<file path="config.mk">
export PLATFORM = sky130hd
export DESIGN_NAME = pipe_stage
export DESIGN_NICKNAME = d
export VERILOG_FILES = /design/src/rtl/pipe_stage.sv
export SDC_FILE = /design/constraint.sdc
export NUM_CORES = 1
export LEC_CHECK = 0
export CAP_MARGIN = 40
export CORE_MARGIN = 10
export CORE_UTILIZATION = 38
export CTS_CLUSTER_DIAMETER = 50
export DETAILED_ROUTE_END_ITERATION = 10
export HOLD_SLACK_MARGIN = 0.1
export PLACE_DENSITY = 0.76
export SLEW_MARGIN = 5
export SYNTH_ARGS = -nofsm -noshare
export SYNTH_HDL_FRONTEND = slang
export SYNTH_SLANG_ARGS = --single-unit
export TNS_END_PERCENT = 10
</file>
<file path="constraint.sdc">
create_clock -name clk -period 1.7 [get_ports clk]
set_clock_uncertainty 0.2 [all_clocks]
set_input_delay 0.34 -clock clk [delete_from_list [all_inputs] [get_ports clk]]
set_output_delay 0.34 -clock clk [all_outputs]
set_load 0.01 [all_outputs]
</file>
<file path="src/rtl/pipe_stage.sv">
// ---------------------------------------------------------------------------
// pipe_stage -- single valid/ready pipeline register stage.
//
// Holds one payload beat in a main register and presents it downstream with
// exactly one cycle of latency from acceptance. Outputs come straight from
// registers. A synchronous flush kills every held beat without touching the
// payload registers. A saturating counter records back-pressured cycles.
//
// Optional feature (compile-time macro PIPE_STAGE_SKID_EN):
//   defined   : adds a WIDTH-bit skid register and a FULL state, so that
//               in_ready is a registered signal (= !FULL) and upstream never
//               sees a combinational path from out_ready.
//   undefined : no skid storage; in_ready = out_ready || !out_valid.
// ---------------------------------------------------------------------------
module pipe_stage #(
   parameter int               WIDTH    = 32,
   parameter int               CNT_W    = 16,
   parameter logic [WIDTH-1:0] RST_DATA = '0
) (
   input  logic             clk,
   input  logic             rst,
   input  logic             in_valid,
   output logic             in_ready,
   input  logic [WIDTH-1:0] in_data,
   input  logic             flush,
   output logic             out_valid,
   input  logic             out_ready,
   output logic [WIDTH-1:0] out_data,
   output logic [CNT_W-1:0] stall_count
);

   // State encoding. FULL is only reachable when the skid register exists.
   typedef enum logic [1:0] {
      ST_EMPTY = 2'b00,
      ST_BUSY  = 2'b01,
      ST_FULL  = 2'b10
   } state_t;

   localparam logic [CNT_W-1:0] STALL_MAX = {CNT_W{1'b1}};
   localparam logic [CNT_W-1:0] STALL_ONE = {{(CNT_W-1){1'b0}}, 1'b1};

   // -----------------------------------------------------------------------
   // State and datapath registers
   // -----------------------------------------------------------------------
   state_t             state_r;
   state_t             state_s;
   logic               out_valid_r;
   logic               out_valid_s;
   logic [WIDTH-1:0]   main_r;
   logic [WIDTH-1:0]   main_s;
   logic [CNT_W-1:0]   stall_r;
   logic [CNT_W-1:0]   stall_s;
   logic               accept_s;
   logic               stalled_s;

`ifdef PIPE_STAGE_SKID_EN
   logic [WIDTH-1:0]   skid_r;
   logic [WIDTH-1:0]   skid_s;
   logic               in_ready_r;
   logic               in_ready_s;
`endif

   // -----------------------------------------------------------------------
   // Handshake decode
   // -----------------------------------------------------------------------
`ifdef PIPE_STAGE_SKID_EN
   // With a skid slot free, upstream may always send; readiness is a flop.
   assign in_ready  = in_ready_r;
`else
   // Without skid storage the slot frees up in the same cycle it drains.
   assign in_ready  = out_ready | ~out_valid_r;
`endif

   // Flush overrides acceptance: an offered beat in a flush cycle is dropped.
   assign accept_s  = in_valid & in_ready & ~flush;

   // Downstream holds off a beat that is on display.
   assign stalled_s = out_valid_r & ~out_ready;

   assign out_valid   = out_valid_r;
   assign out_data    = main_r;
   assign stall_count = stall_r;

   // State register: async reset returns the stage to EMPTY at once.
   always_ff @(posedge clk or negedge rst) begin
      if (!rst) begin
         state_r <= ST_EMPTY;
      end else begin
         state_r <= state_s;
      end
   end

   // Next-state logic: flush wins, otherwise follow the handshake outcome.
   always_comb begin
      state_s = state_r;
      if (flush) begin
         state_s = ST_EMPTY;
      end else begin
         case (state_r)
            ST_EMPTY: begin
               if (accept_s) begin
                  state_s = ST_BUSY;
               end else begin
                  state_s = ST_EMPTY;
               end
            end
            ST_BUSY: begin
               if (accept_s && out_ready) begin
                  state_s = ST_BUSY;
               end else if (accept_s) begin
`ifdef PIPE_STAGE_SKID_EN
                  // Downstream blocked: park the new beat in the skid slot.
                  state_s = ST_FULL;
`else
                  // Unreachable: in_ready tracks out_ready while BUSY.
                  state_s = ST_BUSY;
`endif
               end else if (out_ready) begin
                  state_s = ST_EMPTY;
               end else begin
                  state_s = ST_BUSY;
               end
            end
`ifdef PIPE_STAGE_SKID_EN
            ST_FULL: begin
               if (out_ready) begin
                  state_s = ST_BUSY;
               end else begin
                  state_s = ST_FULL;
               end
            end
`endif
            default: begin
               state_s = ST_EMPTY;
            end
         endcase
      end
   end

   // Output/datapath logic: choose what each payload register loads next.
   always_comb begin
      main_s = main_r;
`ifdef PIPE_STAGE_SKID_EN
      skid_s = skid_r;
`endif
      if (flush) begin
         // Payload registers keep their contents; only validity is cleared.
         main_s = main_r;
      end else begin
         case (state_r)
            ST_EMPTY: begin
               if (accept_s) begin
                  main_s = in_data;
               end else begin
                  main_s = main_r;
               end
            end
            ST_BUSY: begin
               if (accept_s && out_ready) begin
                  main_s = in_data;
               end else if (accept_s) begin
`ifdef PIPE_STAGE_SKID_EN
                  skid_s = in_data;
`else
                  main_s = main_r;
`endif
               end else begin
                  main_s = main_r;
               end
            end
`ifdef PIPE_STAGE_SKID_EN
            ST_FULL: begin
               if (out_ready) begin
                  main_s = skid_r;
               end else begin
                  main_s = main_r;
               end
            end
`endif
            default: begin
               main_s = main_r;
            end
         endcase
      end
      // out_valid is a flop copy of "next state is not EMPTY".
      out_valid_s = (state_s != ST_EMPTY);
`ifdef PIPE_STAGE_SKID_EN
      in_ready_s  = (state_s != ST_FULL);
`endif
   end

   // Payload and handshake flops; reset loads the configured payload value.
   always_ff @(posedge clk or negedge rst) begin
      if (!rst) begin
         main_r      <= RST_DATA;
         out_valid_r <= 1'b0;
`ifdef PIPE_STAGE_SKID_EN
         skid_r      <= RST_DATA;
         in_ready_r  <= 1'b1;
`endif
      end else begin
         main_r      <= main_s;
         out_valid_r <= out_valid_s;
`ifdef PIPE_STAGE_SKID_EN
         skid_r      <= skid_s;
         in_ready_r  <= in_ready_s;
`endif
      end
   end

   // Stall counter next value: count blocked cycles, stick at all-ones.
   always_comb begin
      stall_s = stall_r;
      if (stalled_s && (stall_r != STALL_MAX)) begin
         stall_s = stall_r + STALL_ONE;
      end else begin
         stall_s = stall_r;
      end
   end

   // Stall counter register; flush deliberately has no effect here.
   always_ff @(posedge clk or negedge rst) begin
      if (!rst) begin
         stall_r <= '0;
      end else begin
         stall_r <= stall_s;
      end
   end

endmodule

</file>
==> out/results.ini <==
[yosys]
synth_seq_area_share_pct = 60.53
syn_area_per_cell_sq_um = 14.07
synth-compound-area-share_pct = 1.174
synth-edff-count = 0
synth_seq_cells = 49
ys_warn_count = 0
synth_fa_ha_area_share_pct = 0.6177
synth-main-ff-cell = dfrtp_1
ys_top_cells_by_count = dfrtp_1 (49), mux2_2 (33), xor2_1 (13)
synth_most_common_cell = dfrtp_1
synth_cell_types = 28
synthXorXnorAreaFrac_pct = 5.621
synth_top_area_cell = dfrtp_1
synthMuxAreaShare_pct = 18.34
synth_top_family_by_area = multiplexers
synth_nets = 182
syn_inst = 144
synth_top_area_share_pct = 60.53
ys_async_sr_fraction_pct = 100.0
yosys.area_share.simple_pct = 12.35
syn_area_sq_mm = 0.002026
synthTopCellsByArea = dfrtp_1 (61%), mux2_2 (18%), xor2_1 (5.6%)

[grt]
grt_pass1_wl_mm = 9.114
globalRouteTotalUtil_pct = 13.25
grt_max_degree = 50
overflow = 0
grt_pass1_vias = 1716
antenna_found_initial = 1

[clocking]
clkSlewWorstSetupHoldPaths_ns = 0.09
numCtsBuffers = 5
h-tree-depth = 2
root_buffer = clkbuf_8
clock_path_buffers = 2
cts.sinks = 49
clkLatencyLatePin_ns = 0.30
cts_tree = yes

[hold_path]
hold_depth = 3
min-delay-start = in_valid
hold_end = out_valid
min_path_type = in -> reg

[worst_setup_path]
worstPathRequired_ns = 1.72
reg2reg_to = stall_count[10]
reg2reg_slack_ns = -0.09
r2r-start = stall_count[1]
worstSetupPathType = reg -> reg
worstSetupEndpointType = register
cp_max_fo = 3
crit_path_start_kind = register
arrival_ns = 1.82
r2r_cells = 7

[flow_run]
cap_violations = 0

[layout]
syn2layout_area_growth_pct = 64.36
fillers = 462
drive_above_1_share_pct = 34.10
nNetsFinal = 298
fin_util_pct = 64.78

[die]
core_sq_mm = 0.005140
chipWidth_microns = 93.01
io_pins = 87
initial_core_util_pct = 39.41
placementRows = 26
die_area_sq_mm = 0.008651
die_y_microns = 93.01

[power_and_ir_drop]
vdd_ir_drop_max_v = 0.0006052
swShare_pct = 27.59
seqPwrFrac_pct = 46.2
leakage_nw = 1.569
p_int_mw = 2.337
p_switching_mw = 0.8907
p_comb_share_pct = 28.1
p_total_mw = 3.228
clockPowerShare_pct = 25.7
power_density_mw_per_mm2 = 969.6

[drt]
drt_iter0_markers = 36
routedWlPerCell_microns = 17.30
vias = 1622
route.detailed.drc = 0
ant_nets = 0
dr.pass1.iters = 4
via_per_inst = 4.886
wirelength_mm = 5.744

[sta]
setup_viol = 11
rsz0062_at_grt = yes
hold_viol = 0
finalCritPeriodShare_pct = 105.4
min_period_ns = 1.793
slew-limit-headroom_pct = 79.77
worst_slew_pin_slew_ns = 0.3007
slew_viol_final = 0
holdWs_ns = 0.1636
worst_slack_ns = -0.09252
max_freq_ghz = 0.5579

[status]
violations = negative setup slack
status = complete, but fails checks

[placement]
gp_congestion = 0.7745
hpwlAfterDp_mm = 4.371
portBuffers = 86

==> final cells by class <==
cell class,instances,area (sq um),area share [%]
Timing Repair Buffer,114,1042,31.30
Multi-Input combinational cell,89,853.3,25.63
Clock inverter,2,38.79,1.165
Sequential cell,49,1229,36.90
Tap cell,70,87.58,2.631
Clock buffer,6,72.57,2.180
Inverter,1,3.754,0.1127
Antenna cell,1,2.502,0.07516
==> flip-flops by register name (all words and copies together) (netlist names) <==
name and flops:
out_data 32, stall_count 16, out_valid 1
==> worst max-delay path, stage by stage (launching register included) <==
cell and delay (ns):
dfrtp_1 0.37, ha_2 0.18, buf_4 0.10, buf_4 0.10, and4_4 0.23, nand2b_2 0.07
nor4_2 0.28, xor2_1 0.18
==> through the flow <==
stage	TNS [ns]	cells	setup slack, ns	cell area [sq um]
floorplan	-2.053	144	-0.1036	2028
CTS	-0.1140	329	-0.02725	3244
detailed placement	-20.35	320	-0.5110	3164
global route	-3.426	332	-0.1781	3329
finish	-0.5634	332	-0.09252	3329
global placement	-18.19	320	-0.4532	3164
==> how the worst max path moves through the flow <==
stage	from	to	slack, ns	cells past startpoint
finish	stall_count[1]	stall_count[10]	-0.09	7
floorplan	stall_count[0]	stall_count[14]	-0.10	5
global placement	out_ready	out_data[9]	-0.45	5
CTS	stall_count[1]	stall_count[15]	-0.03	7
global route	stall_count[1]	stall_count[14]	-0.18	6
detailed placement	out_ready	out_data[20]	-0.51	5
==> cells in the final DEF (no fill, tap or decap), types with 2 or more instances in the layout <==
cell type,count
dfrtp_1,47
dlygate4sd2_1,42
clkdlybuf4s50_1,33
mux2_2,30
buf_4,21
xor2_1,13
clkdlybuf4s15_1,7
nand4_1,5
nand2_1,5
clkbuf_8,5
nand3_1,4
nor3_1,4
mux2_4,3
buf_2,3
buf_6,3
a21oi_1,2
nor4_1,2
nor4_4,2
nor3_2,2
buf_12,2
dfrtp_2,2
==> kinds of logic (layout without fill, tap and decap cells) <==
kind of cell,after synthesis,in the layout
other,0,1
xor gates and xnor gates,13,13
DFF,49,49
adders and majority gates,1,1
and+or+nand+nor,38,38
muxes,33,33
buffers and inverters,6,123
AOI/OAI and AO/OA,4,4
==> per-layer routing <==
metal  global-route usage [%]  share of wire (%)
met5                        0                  0
met4                    5.398                1.2
met1                    14.17                 39
met2                    23.48                 53
met3                    4.396                6.4
==> power by group through the flow <==
stage          combinational (mW)  sequential [mW]  clock, mW
3_5_place_dp                 1.02             1.51          0
4_1_cts                     0.897             1.49      0.856
6_report                    0.908             1.49      0.829
5_1_grt                     0.979             1.52      0.895
2_1_floorplan               0.226             1.60          0
3_3_place_gp                 1.01             1.50          0
==> repair_timing <==
action                                  CTS  global route
pin swaps                                 1             3
setup buffers                             0             1
gates cloned                              0             1
hold buffers                              1             0
endpoints found under the hold margin    49             0
resized for setup                        64            24
endpoints found under the setup margin   91            57
Power figures use the tool's default switching activity.
